`src/rtl/ternary_pkg.sv`:
```
// Shared definitions for the ternary matrix-vector datapath: weight codes,
// FSM states, ui_param field layout and the saturating output formatter.
package ternary_pkg;

    localparam logic [1:0] W_POS  = 2'b01;
    localparam logic [1:0] W_NEG  = 2'b11;
    localparam logic [1:0] W_ZERO = 2'b00;

    typedef enum logic [1:0] {
        IDLE,
        ACCUM,
        DRAIN
    } state_t;

    localparam int OUT_LEN_LSB = 0;
    localparam int OUT_LEN_W   = 3;
    localparam int IN_LEN_LSB  = 3;
    localparam int IN_LEN_W    = 4;

    // Clamp a sign-extended accumulator to the signed byte range.
    function automatic logic [7:0] sat8(input logic signed [31:0] v);
        if (v > 32'sd127)
            return 8'h7F;
        else if (v < -32'sd128)
            return 8'h80;
        else
            return v[7:0];
    endfunction

endpackage

```
`src/rtl/ternary_mac.sv`:
```
// One output column: ternary select (+x, -x, 0) feeding a signed accumulator
// that is overwritten by the first sample of a vector and summed afterwards.
module ternary_mac
    import ternary_pkg::*;
#(
    parameter int ACC_W = 13
) (
    input  logic                    clk,
    input  logic                    rst_n,
    input  logic                    load,
    input  logic                    add,
    input  logic signed [7:0]       x,
    input  logic        [1:0]       w,
    output logic signed [ACC_W-1:0] acc
);

    logic signed [ACC_W-1:0] x_ext;
    logic signed [ACC_W-1:0] term;

    assign x_ext = ACC_W'(x);

    // NOTE: every always_comb output gets a default first so no path can infer a latch.
    always_comb begin
        term = '0;
        case (w)
            W_POS:   term = x_ext;
            W_NEG:   term = -x_ext;
            W_ZERO:  term = '0;
            default: term = '0;
        endcase
    end

    always_ff @(posedge clk or negedge rst_n) begin
        if (!rst_n)
            acc <= '0;
        else if (load)
            acc <= term;
        else if (add)
            acc <= acc + term;
    end

endmodule

```
`src/rtl/ternary_matvec.sv`:
```
// Ternary matrix-vector core: accumulates one dot product per column, then drains
// one result byte per cycle. Define TERNARY_SATURATE_EN to saturate instead of wrap.
module ternary_matvec
    import ternary_pkg::*;
#(
    parameter int MAX_IN_LEN  = 16,
    parameter int MAX_OUT_LEN = 8,
    parameter int ACC_W       = 8 + $clog2(MAX_IN_LEN) + 1
) (
    input  logic                               clk,
    input  logic                               rst_n,
    input  logic                               ena,
    input  logic [7:0]                         ui_input,
    input  logic [6:0]                         ui_param,
    input  logic [2*MAX_IN_LEN*MAX_OUT_LEN-1:0] ui_weights,
    input  logic                               ui_load_done,
    output logic [7:0]                         uo_output,
    output logic                               uo_valid,
    output logic                               uo_busy
);

    state_t                  state, state_next;
    logic                    wready;
    logic [IN_LEN_W-1:0]     in_idx, in_len_m1, row;
    logic [OUT_LEN_W-1:0]    out_idx, out_len_m1;
    logic                    load, add;
    logic [1:0]              w_row [MAX_OUT_LEN];
    logic signed [ACC_W-1:0] acc   [MAX_OUT_LEN];
    logic signed [ACC_W-1:0] acc_sel;
    logic [7:0]              fmt_byte;

    always_ff @(posedge clk or negedge rst_n) begin
        if (!rst_n)
            state <= IDLE;
        else
            state <= state_next;
    end

    always_comb begin
        state_next = state;
        load       = 1'b0;
        add        = 1'b0;
        case (state)
            IDLE: if (ena && wready) begin
                load       = 1'b1;
                state_next = (ui_param[IN_LEN_LSB +: IN_LEN_W] == '0) ? DRAIN : ACCUM;
            end
            ACCUM: if (ena) begin
                add = 1'b1;
                if (in_idx == in_len_m1)
                    state_next = DRAIN;
            end
            DRAIN: if (out_idx == out_len_m1)
                state_next = IDLE;
            default: state_next = IDLE;
        endcase
    end

    // Row 0 feeds the first sample taken in IDLE; later rows follow in_idx.
    assign row = (state == IDLE) ? '0 : in_idx;

    always_comb begin
        for (int j = 0; j < MAX_OUT_LEN; j++)
            w_row[j] = ui_weights[2*(int'(row)*MAX_OUT_LEN + j) +: 2];
    end

    for (genvar j = 0; j < MAX_OUT_LEN; j++) begin : g_col
        ternary_mac #(.ACC_W(ACC_W)) u_mac (
            .clk   (clk),
            .rst_n (rst_n),
            .load  (load),
            .add   (add),
            .x     (ui_input),
            .w     (w_row[j]),
            .acc   (acc[j])
        );
    end

    assign acc_sel = acc[out_idx];

`ifdef TERNARY_SATURATE_EN
    assign fmt_byte = sat8(32'(acc_sel));
`else
    assign fmt_byte = acc_sel[7:0];
`endif

    always_ff @(posedge clk or negedge rst_n) begin
        if (!rst_n) begin
            wready     <= 1'b0;
            in_idx     <= '0;
            in_len_m1  <= '0;
            out_idx    <= '0;
            out_len_m1 <= '0;
            uo_output  <= '0;
            uo_valid   <= 1'b0;
        end else begin
            if (ui_load_done)
                wready <= 1'b1;

            if (load) begin
                in_len_m1  <= ui_param[IN_LEN_LSB +: IN_LEN_W];
                out_len_m1 <= ui_param[OUT_LEN_LSB +: OUT_LEN_W];
                in_idx     <= IN_LEN_W'(1);
                out_idx    <= '0;
            end else if (add) begin
                in_idx  <= in_idx + IN_LEN_W'(1);
                out_idx <= '0;
            end else if (state == DRAIN) begin
                out_idx <= out_idx + OUT_LEN_W'(1);
            end

            // Output register shows a result only while draining, zero otherwise.
            if (state == DRAIN) begin
                uo_output <= fmt_byte;
                uo_valid  <= 1'b1;
            end else begin
                uo_output <= '0;
                uo_valid  <= 1'b0;
            end
        end
    end

    assign uo_busy = (state != IDLE);

endmodule

```
`config.mk`:
```
export PLATFORM = sky130hd
export DESIGN_NAME = ternary_matvec
export DESIGN_NICKNAME = d
export VERILOG_FILES = /design/src/rtl/ternary_pkg.sv /design/src/rtl/ternary_mac.sv /design/src/rtl/ternary_matvec.sv
export SDC_FILE = /design/constraint.sdc
export NUM_CORES = 1
export LEC_CHECK = 0
export ABC_CLOCK_PERIOD_IN_PS = 4500
export BUFFER_PORTS_ARGS = -buffer_cell sky130_fd_sc_hd__buf_2
export CORE_AREA = 2 2 146 162
export CTS_CLUSTER_SIZE = 24
export DETAILED_ROUTE_END_ITERATION = 10
export DIE_AREA = 0 0 148 164
export GPL_TIMING_DRIVEN = 0
export PLACE_DENSITY_LB_ADDON = 0.3
export SYNTH_ARGS = -nofsm -noshare
export SYNTH_HDL_FRONTEND = slang
export SYNTH_SLANG_ARGS = --single-unit
```
`constraint.sdc`:
```
create_clock -name clk -period 4.5 [get_ports clk]
set_clock_uncertainty 0.2 [all_clocks]
set_input_delay 0.9 -clock clk [delete_from_list [all_inputs] [get_ports clk]]
set_output_delay 0.9 -clock clk [all_outputs]
set_load 0.01 [all_outputs]
```
# ---- Word-level counts from Yosys, hierarchy flattened
# Cells that the tools add are included.
dict set report classes {
  add_sub_neg 18
  n_lt_le_gt_ge 1
  n_eq_ne 24
  shifts 8
  n_mux 45
  n_bitwise 1
  n_reduce_logical 7
}
# op n
set ops {}
lappend ops {{indexed part select 256 x 10 -> 2 bit} 7}
lappend ops {{indexed part select 256 x 9 -> 2 bit} 1}
lappend ops {{2-to-1 mux 13 bit} 16}
lappend ops {{one-hot mux 13 bit (2 select lines)} 8}
lappend ops {{adder 13 bit} 8}
lappend ops {{binary-select mux 13 bit (select 3 bit)} 1}
lappend ops {{adder 7 x 3 -> 8 bit (second input constant)} 4}
lappend ops {{2-to-1 mux 8 bit} 3}
lappend ops {{== test 2 x 1 -> 1 bit (second input constant)} 9}
lappend ops {{== test 2 bit (second input constant)} 9}
lappend ops {{adder 7 x 2 -> 8 bit (second input constant)} 2}
lappend ops {{negation 8 -> 13 bit} 1}
lappend ops {{2-to-1 mux 4 bit} 3}
lappend ops {{2-to-1 mux 2 bit} 5}
lappend ops {{2-to-1 mux 3 bit} 3}
lappend ops {{adder 7 x 1 -> 8 bit (second input constant)} 1}
lappend ops {{!= test 2 bit (second input constant)} 4}
lappend ops {{one-hot mux 2 bit (3 select lines)} 1}
lappend ops {{2-to-1 mux 1 bit} 5}
lappend ops {{adder 4 x 1 -> 4 bit (second input constant)} 1}
lappend ops {{== test 4 bit} 1}
lappend ops {{greater-or-equal comparator 4 bit (second input constant)} 1}
lappend ops {{logical NOT 4 bit} 1}
lappend ops {{inverter 3 -> 4 bit} 1}
lappend ops {{other kinds (7)} 8}
dict set report word_totals {
  regBits 130
  input_bits 275
  output_inout_bits 10
  elab_cells 120
}

# ---- Logic depth before layout (Yosys ltp)
# Gate-level depths: netlist of the first run.
dict set report depth {
  depth_word 9
  mapped_depth 20
  ltp_nobuf 17
}

# ---- Hierarchy
# Synthesis of the first run repeated with hierarchy kept, for this count alone.
dict set report hier_totals {
  hier_cells 1862
  hier_area_um2 15750.1
}
# module n_inst cells_per_inst area_per_inst_um2 seq_area_each_um2
set modules_own_cells {}
lappend modules_own_cells {{ternary_mac (g_col[0].u_mac ...)} 7 179 1465.2 325.3}
lappend modules_own_cells {ternary_matvec 1 439 3973.8 650.6}
lappend modules_own_cells {{ternary_mac (g_col[2].u_mac)} 1 170 1520.2 325.3}

# ---- Worst setup path after synthesis of the first run
# Ideal clock, no wire load.
dict set report synth_path {
  path_kind {input port to flip-flop}
  startpoint {input port ui_weights[158]}
  endpoint {register g_col[7].u_mac.acc[6]}
  setup_ns 0.126
  t_arrival_ns 3.960
  t_required_ns 4.174
  slack_ns 0.213
  stages 15
  n_path_buf 1
  cell_sequence {nand2b_1 -> mux4_2 -> a221oi_1 -> a31o_2 -> clkbuf_1 -> nor2_1 -> ha_1 -> fa_1 -> a21o_1 -> a21o_1 -> a21o_1 -> a21oi_1 -> xor2_1 -> nor2_1 -> a221o_1}
}
dict set report synth_via {
  elab_chain_len 6
  word_cells_on_any_way 7
  classes_between {1 x add/sub; 2 x eq/ne; 1 x shift; 3 x mux}
}
# element line
set synth_rtl {}
lappend synth_rtl {{start, declared} ternary_matvec.sv:15} ;# input logic [2*MAX_IN_LEN*MAX_OUT_LEN-1:0] ui_weights,
lappend synth_rtl {{indexed part select 256 x 10 -> 2 bit (*)} ternary_matvec.sv:64} ;# w_row[j] = ui_weights[2*(int'(row)*MAX_OUT_LEN + j) +: 2];
lappend synth_rtl {{== test 2 bit or == test 2 x 1 -> 1 bit (tied branches)} ternary_mac.sv:25} ;# case (w)
lappend synth_rtl {{one-hot mux 13 bit (2 select lines) (*)} ternary_mac.sv:25}
lappend synth_rtl {{adder 13 bit} ternary_mac.sv:39} ;# acc <= acc + term;
lappend synth_rtl {{2-to-1 mux 13 bit} ternary_mac.sv:38} ;# else if (add)
lappend synth_rtl {{2-to-1 mux 13 bit (*)} ternary_mac.sv:36} ;# else if (load)
lappend synth_rtl {{end signal, assigned} ternary_mac.sv:37} ;# acc <= term;
lappend synth_rtl {{end signal, assigned} ternary_mac.sv:39}
lappend synth_rtl {{end, declared} ternary_mac.sv:14} ;# output logic signed [ACC_W-1:0] acc
# Mark *: on every way between the ends. The rest lies on a longest branch, timed or not. The select of a mux whose other input is x is not followed.
# A chain may end at the register's enable or synchronous reset.

# ---- Worst setup path in the final report of the first run
dict set report layout_path {
  startpoint {input port ui_input[0]}
  endpoint {register g_col[1].u_mac.acc[7]}
}
dict set report layout_via {
  elab_chain_len 5
}
# element line
set layout_rtl {}
lappend layout_rtl {{start, declared} ternary_matvec.sv:13} ;# input logic [7:0] ui_input,
lappend layout_rtl {{negation 8 -> 13 bit} ternary_mac.sv:27} ;# W_NEG: term = -x_ext;
lappend layout_rtl {{one-hot mux 13 bit (2 select lines) (*)} ternary_mac.sv:25}
lappend layout_rtl {{adder 13 bit} ternary_mac.sv:39}
lappend layout_rtl {{2-to-1 mux 13 bit} ternary_mac.sv:38}
lappend layout_rtl {{2-to-1 mux 13 bit (*)} ternary_mac.sv:36}
lappend layout_rtl {{end signal, assigned} ternary_mac.sv:37}
lappend layout_rtl {{end signal, assigned} ternary_mac.sv:39}
lappend layout_rtl {{end, declared} ternary_mac.sv:14}
# Marks and branches as above.

==> flow_summary.yaml, run 1 <==
run_status:
  status: "completed"
power_and_ir_drop:
  powerDensity_nw_per_um2: 857
  ir_worst_vdd_mv: 0.371
  p_leak_nw: 6.17
  finalPower_mw: 10.8
die:
  rows: 58
  die_y_um: 164
  start_util: 0.443
  die_w_um: 148
  die_area_um2: 24300
  io_pins: 285
  core_region_area_um2: 22600
critical_path:
  worstPathCellList: "buf_2 > clkinv_1 > ha_2 > clkbuf_1 > a21oi_1 > nor2_1 > ha_1 > a21o_1 > a21oi_1 > o211ai_1 > a21o_1 > a21o_1 > a21oi_1 > nor2_1 > a211o_1"
  r2r_cells: 20
  r2r-end: "g_col[7].u_mac.acc[7]$_DFFE_PN0P_"
  required_ns: 4.55
  endpoint_kind: "flip-flop"
  setup.worst_path.class: "in -> reg"
  start_kind: "input pin"
  reg2reg_from: "state[1]$_DFFE_PN0P_"
  crit_fanout: 9
  cp.arrival_ns: 4.44
  critPathBufInv: 3
  slowest_delay_ns: 0.46
  crit_slowest_cell: "ha_2"
  cp_top_family: "compound AO/OA/AOI/OAI gates"
  critical_path.startpoint: "ui_input[0]"
  endpoint: "g_col[1].u_mac.acc[7]$_DFFE_PN0P_"
  rrSetupSlack_ns: 0.15
  cp.depth: 15
cts:
  htreeDepth: 3
  cts.clk_slew.worst_paths_ns: 0.08
  numClockSinks: 90
  numCtsBuffers: 9
  cts_buffer_depth: 2
  cts_tree: "done"
  clk_latency_ns: 0.36
  cts_root_buf: "clkbuf_16"
sta:
  period_share: 0.975
  hold_viol: 0
  fmax_ghz: 0.228
  drv_slew: 0
  fin_crit_ns: 4.39
  finalSetupViolations: 0
  worstMarginPinSlew_ns: 0.905
  relSlewSlack: 0.396
placement:
  port_buffers: 279
  dpl.hpwl_mm: 32.1
  place_congestion: 0.968
global_routing:
  grt_remaining_overflow: 0
  grt_max_degree: 56
  grt_pass1_wl_mm: 61.2
  antenna_found_initial: 2
  grtUsageTotal: 0.333
  grt_pass1_vias: 10590
synth:
  netlist-cell-type-count: 56
  netlist_area_um2: 10000
  yosysWarnings: 0
  async_flop_share: 1.00
  synth_seq_cells: 90
  syn-num-nets: 1483
  yosysSeqAreaShare: 0.225
  ys.flop_type: "dfrtp_1"
  syn_avg_cell_area_um2: 8.79
  synth-edff-count: 0
  syn_inst: 1141
route:
  first_pass_iters: 5
  ant_nets: 0
  wl_per_cell_um: 23.5
  drt_wl_total_mm: 41.2
  via_per_inst: 6.12
  dr.first_iter.drc_count: 893
  vias: 10716
  drc: 0
job:
  maxCapViolations: 0
worst_hold_path:
  hold_class: "reg -> reg"
cells_and_area:
  nNetsFinal: 1785
  final_util: 0.557
  drive_gt1_frac: 0.329
  areaGrowthSynthToFinish_pct: 25.8
-- routing by layer --
layer / vias up / routed length [um] / share of wire / global-route usage
li1: 4809 / - / - / -
met1: 5206 / 15800 / 0.38 / 0.410
met2: 578 / 19500 / 0.47 / 0.556
met3: 123 / 3660 / 0.089 / 0.0583
met4: 0 / 2180 / 0.053 / 0.184
met5: - / 0 / 0 / 0
-- worst register-to-register path, stage by stage, from the launching register on --
cell	delay, ns
dfrtp_1	0.37
nor2_1	0.07
inv_1	0.14
buf_4	0.22
clkbuf_4	0.24
o21ai_0	0.10
a221oi_1	0.23
o32a_1	0.29
clkbuf_4	0.27
nor2b_1	0.18
xnor2_1	0.13
nor2_1	0.08
ha_1	0.34
o21ai_1	0.22
o21bai_2	0.11
a211oi_2	0.27
o21bai_1	0.16
o21ai_1	0.13
nor4_2	0.06
o41ai_1	0.32
o21ai_1	0.11
-- what timing repair did --
action                                  4_1_cts  5_1_grt
resized for setup                            55       58
hold buffers                                  0        0
buffers inserted                              2       17
pin swaps                                     0        5
endpoints found under the setup margin       39       16
-- area by class of cell --
type,instances,area [um^2]
Fill cell,2121,10000
Multi-Input combinational cell,932,7470
Sequential cell,90,2250
Timing Repair Buffer,299,1580
Buffer,83,495
Tap cell,300,375
Clock buffer,10,229
Inverter,28,109
Clock inverter,6,93.8
Antenna cell,3,7.51
-- placed cells by master, fill, tap and decap left out, types with 8 or more instances in the layout --
cell / synthesis / final
buf_2: 13 / 282
nor2_1: 152 / 151
nand2_1: 107 / 105
dfrtp_1: 90 / 90
xor2_1: 58 / 58
ha_1: 59 / 58
a21oi_1: 60 / 52
mux2i_1: 50 / 50
mux4_2: 46 / 46
a221o_1: 41 / 41
xnor2_1: 40 / 40
nand2b_1: 38 / 38
clkbuf_1: 58 / 34
a21o_1: 34 / 34
o21ai_0: 29 / 27
inv_1: 25 / 25
buf_4: 0 / 24
o22ai_1: 20 / 20
a31oi_1: 15 / 15
o221a_2: 15 / 15
nor3_1: 14 / 12
buf_6: 4 / 11
clkbuf_2: 1 / 11
o21bai_1: 11 / 10
a22oi_1: 10 / 10
or3_1: 9 / 9
a221oi_1: 10 / 9
nor2b_1: 9 / 9
a211oi_2: 0 / 9
clkbuf_16: 0 / 9
clkbuf_4: 0 / 8
buf_1: 15 / 8
-- cell families after synthesis --
group,after synthesis,share of synthesized area
adder cells (fa/ha/maj),67,0.0896
buffers and inverters,119,0.0493
XOR/XNOR,98,0.0856
AND/OR/NAND/NOR,355,0.158
AO/OA/AOI/OAI,316,0.239
flip-flops,90,0.225
multiplexers,96,0.153
-- registers in the layout, indices dropped and copies added (netlist names) --
| name | count |
|---|---|
| out_len_m1 | 3 |
| uo_output | 8 |
| wready | 1 |
| in_len_m1 | 4 |
| uo_valid | 1 |
| state | 2 |
| g_col.u_mac.acc | 64 |
| in_idx | 4 |
| out_idx | 3 |
-- synthesized netlist by cell type (20+ instances only) --
| cell type | n | area share |
|---|---|---|
| a21o_1 | 34 | 0.025 |
| o22ai_1 | 20 | 0.012 |
| mux4_2 | 46 | 0.10 |
| inv_1 | 25 | 0.0094 |
| mux2i_1 | 50 | 0.050 |
| nor2_1 | 152 | 0.057 |
| clkbuf_1 | 58 | 0.022 |
| o21ai_0 | 29 | 0.014 |
| ha_1 | 59 | 0.074 |
| xor2_1 | 58 | 0.051 |
| a221o_1 | 41 | 0.041 |
| dfrtp_1 | 90 | 0.22 |
| nand2b_1 | 38 | 0.024 |
| nand2_1 | 107 | 0.040 |
| xnor2_1 | 40 | 0.035 |
| a21oi_1 | 60 | 0.030 |
-- power by group --
part / switching [mW] / internal (mW) / leakage (nW) / total, mW
Combinational: 4.67 / 3.76 / 4.89 / 8.44
Clock: 0.376 / 0.494 / 0.154 / 0.871
Sequential: 0.330 / 1.17 / 1.13 / 1.50
Total: 5.38 / 5.43 / 6.17 / 10.8
-- worst min-delay path by stage --
stage / from / end / slack (ns) / cells after the start
CTS: out_len_m1[1]$_DFFE_PN0P_ / out_len_m1[1]$_DFFE_PN0P_ / 0.30 / 2
global placement: in_len_m1[3]$_DFFE_PN0P_ / in_len_m1[3]$_DFFE_PN0P_ / 0.28 / 2
floorplan: out_len_m1[0]$_DFFE_PN0P_ / out_len_m1[0]$_DFFE_PN0P_ / 0.27 / 2
finish: out_len_m1[1]$_DFFE_PN0P_ / out_len_m1[1]$_DFFE_PN0P_ / 0.30 / 2
global route: out_len_m1[0]$_DFFE_PN0P_ / out_len_m1[0]$_DFFE_PN0P_ / 0.33 / 2
detailed placement: out_len_m1[1]$_DFFE_PN0P_ / out_len_m1[1]$_DFFE_PN0P_ / 0.28 / 2
-- through the flow --
step / hold slack [ns] / area (um^2) / cells / setup TNS [ns] / worst slack [ns]
6_report: 0.301 / 12600 / 1751 / 0 / 0.112
5_1_grt: 0.327 / 12600 / 1750 / -0.0275 / -0.0200
4_1_cts: 0.301 / 12300 / 1732 / -0.0116 / -0.0116
3_5_place_dp: 0.283 / 11800 / 1721 / -13.88 / -0.920
3_3_place_gp: 0.279 / 11800 / 1720 / -12.27 / -0.869
2_1_floorplan: 0.265 / 10000 / 1141 / 0 / 0.213
Power figures use the tool's default switching activity.
==> run 2, diff against run 1 <==
- CORE_AREA: 2 2 146 162 -> 2 2 133 148
- DIE_AREA: 0 0 148 164 -> 0 0 135 150
==> flow_summary.yaml, run 2 (same netlist as run 1, synthesis figures left out) <==
cts:
  cts_buffer_depth: 2
  htreeDepth: 3
  clk_latency_ns: 0.35
  cts_root_buf: "clkbuf_16"
  numClockSinks: 90
  cts_tree: "done"
  postCtsHoldBufs: 0
  numCtsBuffers: 9
  cts.clk_slew.worst_paths_ns: 0.07
job:
  maxCapViolations: 0
sta:
  fmax_ghz: 0.227
  whs_ns: 0.300
  drv_slew: 0
  relSlewSlack: 0.386
  grt_setup_unrepaired: "true"
  fin_setup_tns_ns: 0
  fin_crit_ns: 4.40
  hold_viol: 0
  finalSetupViolations: 0
  period_share: 0.978
  worstMarginPinSlew_ns: 0.922
cells_and_area:
  fin_cells: 1701
  layout_commonest_cell: "buf_2"
  reg.largest.list: "g_col.u_mac.acc x64, uo_output x8"
  largest_register_ffs: 64
  top_register: "g_col.u_mac.acc"
  stdcell_area_um2: 12500
  drive_gt1_frac: 0.332
  areaGrowthSynthToFinish_pct: 24.7
  nNetsFinal: 1782
  final_util: 0.664
  final_cell_mix: "buf_2 (282), nor2_1 (150), nand2_1 (104)"
run_status:
  status: "completed"
power_and_ir_drop:
  p_leak_nw: 6.13
  powerDensity_nw_per_um2: 855
  ir_worst_vdd_mv: 0.424
route:
  ant_nets: 0
  vias: 10952
  dr.first_iter.drc_count: 1093
  first_pass_iters: 7
  drt_wl_total_mm: 39.8
  wl_per_cell_um: 23.4
  via_per_inst: 6.44
  drc: 0
placement:
  dpl_cell_area_um2: 11800
  place_congestion: 0.981
  dp_cells: 1668
  dpl.hpwl_mm: 30.7
  port_buffers: 279
worst_hold_path:
  hold_class: "reg -> reg"
global_routing:
  grt_pass1_wl_mm: 58.8
  grtUsageTotal: 0.382
  grt_max_degree: 49
  antenna_found_initial: 8
  grt_pass1_vias: 10701
  grt_remaining_overflow: 0
critical_path:
  slowest_delay_ns: 0.42
  cp_top_family: "compound AO/OA/AOI/OAI gates"
  setup.worst_path.class: "in -> reg"
  critPathBufInv: 3
  crit_fanout: 9
  crit_slowest_cell: "ha_1"
  cp.arrival_ns: 4.41
  endpoint_kind: "flip-flop"
  worstPathCellList: "buf_2 > clkinvlp_4 > ha_1 > nand2_1 > or3_1 > clkbuf_2 > nand2_1 > xor2_1 > nor2_1 > ha_1 > o21ai_0 > o21bai_1 > a211o_1 > a21oi_1 > o41ai_1 > o21ai_1"
  required_ns: 4.52
  start_kind: "input pin"
die:
  die_w_um: 135
  start_util: 0.532
  rows: 53
  die_y_um: 150
  io_pins: 285
  die_area_um2: 20300
  core_region_area_um2: 18800
==> run 2: worst paths after layout <==
check,startpoint,end,slack [ns],depth (start not counted)
min reg2reg,in_len_m1[0]$_DFFE_PN0P_,in_len_m1[0]$_DFFE_PN0P_,0.30,2
max reg2reg,in_idx[1]$_DFFE_PN0P_,g_col[7].u_mac.acc[7]$_DFFE_PN0P_,0.12,18
min in group asynchronous,rst_n,g_col[1].u_mac.acc[5]$_DFFE_PN0P_,0.35,1
min,in_len_m1[0]$_DFFE_PN0P_,in_len_m1[0]$_DFFE_PN0P_,0.30,2
max in group asynchronous,rst_n,g_col[6].u_mac.acc[5]$_DFFE_PN0P_,3.07,2
max,ui_input[0],g_col[7].u_mac.acc[7]$_DFFE_PN0P_,0.10,16
==> run 2: per-layer routing <==
layer / up-vias / share of wire / global-route usage / routed length, um
met3: 185 / 0.11 / 0.0888 / 4280
met4: 2 / 0.073 / 0.251 / 2910
met5: - / 0.00043 / 0 / 17
met1: 5194 / 0.36 / 0.458 / 14200
met2: 760 / 0.46 / 0.616 / 18300
li1: 4811 / - / - / -
==> run 2: tightest hold or removal path, cell delays in order (launching register included) <==
cell	delay (ns)
dfrtp_1	0.36
nand2_1	0.05
nand2_1	0.06
==> run 2: where the power goes <==
part | switching (mW) | internal, mW | total, mW
Sequential | 0.336 | 1.17 | 1.50
Clock | 0.357 | 0.435 | 0.793
Combinational | 4.66 | 3.73 | 8.39
==> run 2: through the flow <==
| stage | total power, mW | setup slack (ns) |
|---|---|---|
| after floorplan | 7.28 | 0.213 |
| after global placement | 8.88 | -0.639 |
| after detailed placement | 9.15 | -0.717 |
| after CTS | 10.1 | 0.000183 |
| after global routing | 11.4 | -0.0264 |
| final | 10.7 | 0.101 |
==> run 2: final cells by class <==
type | instances | area, um^2
clock inverters | 7 | 76.3
well taps | 247 | 309
multi-input cells | 932 | 7450
flip-flops and latches | 90 | 2250
fillers | 1577 | 6330
diodes | 9 | 22.5
clock buffers | 9 | 225
repair buffers | 296 | 1550
inverters | 28 | 116
plain buffers | 83 | 508
==> run 2: what timing repair did <==
| action | 4_1_cts | 5_1_grt |
|---|---|---|
| endpoints found under the setup margin | 35 | 16 |
| buffers inserted | 2 | 14 |
| gates resized for setup | 54 | 67 |
| pin swaps | 1 | 3 |
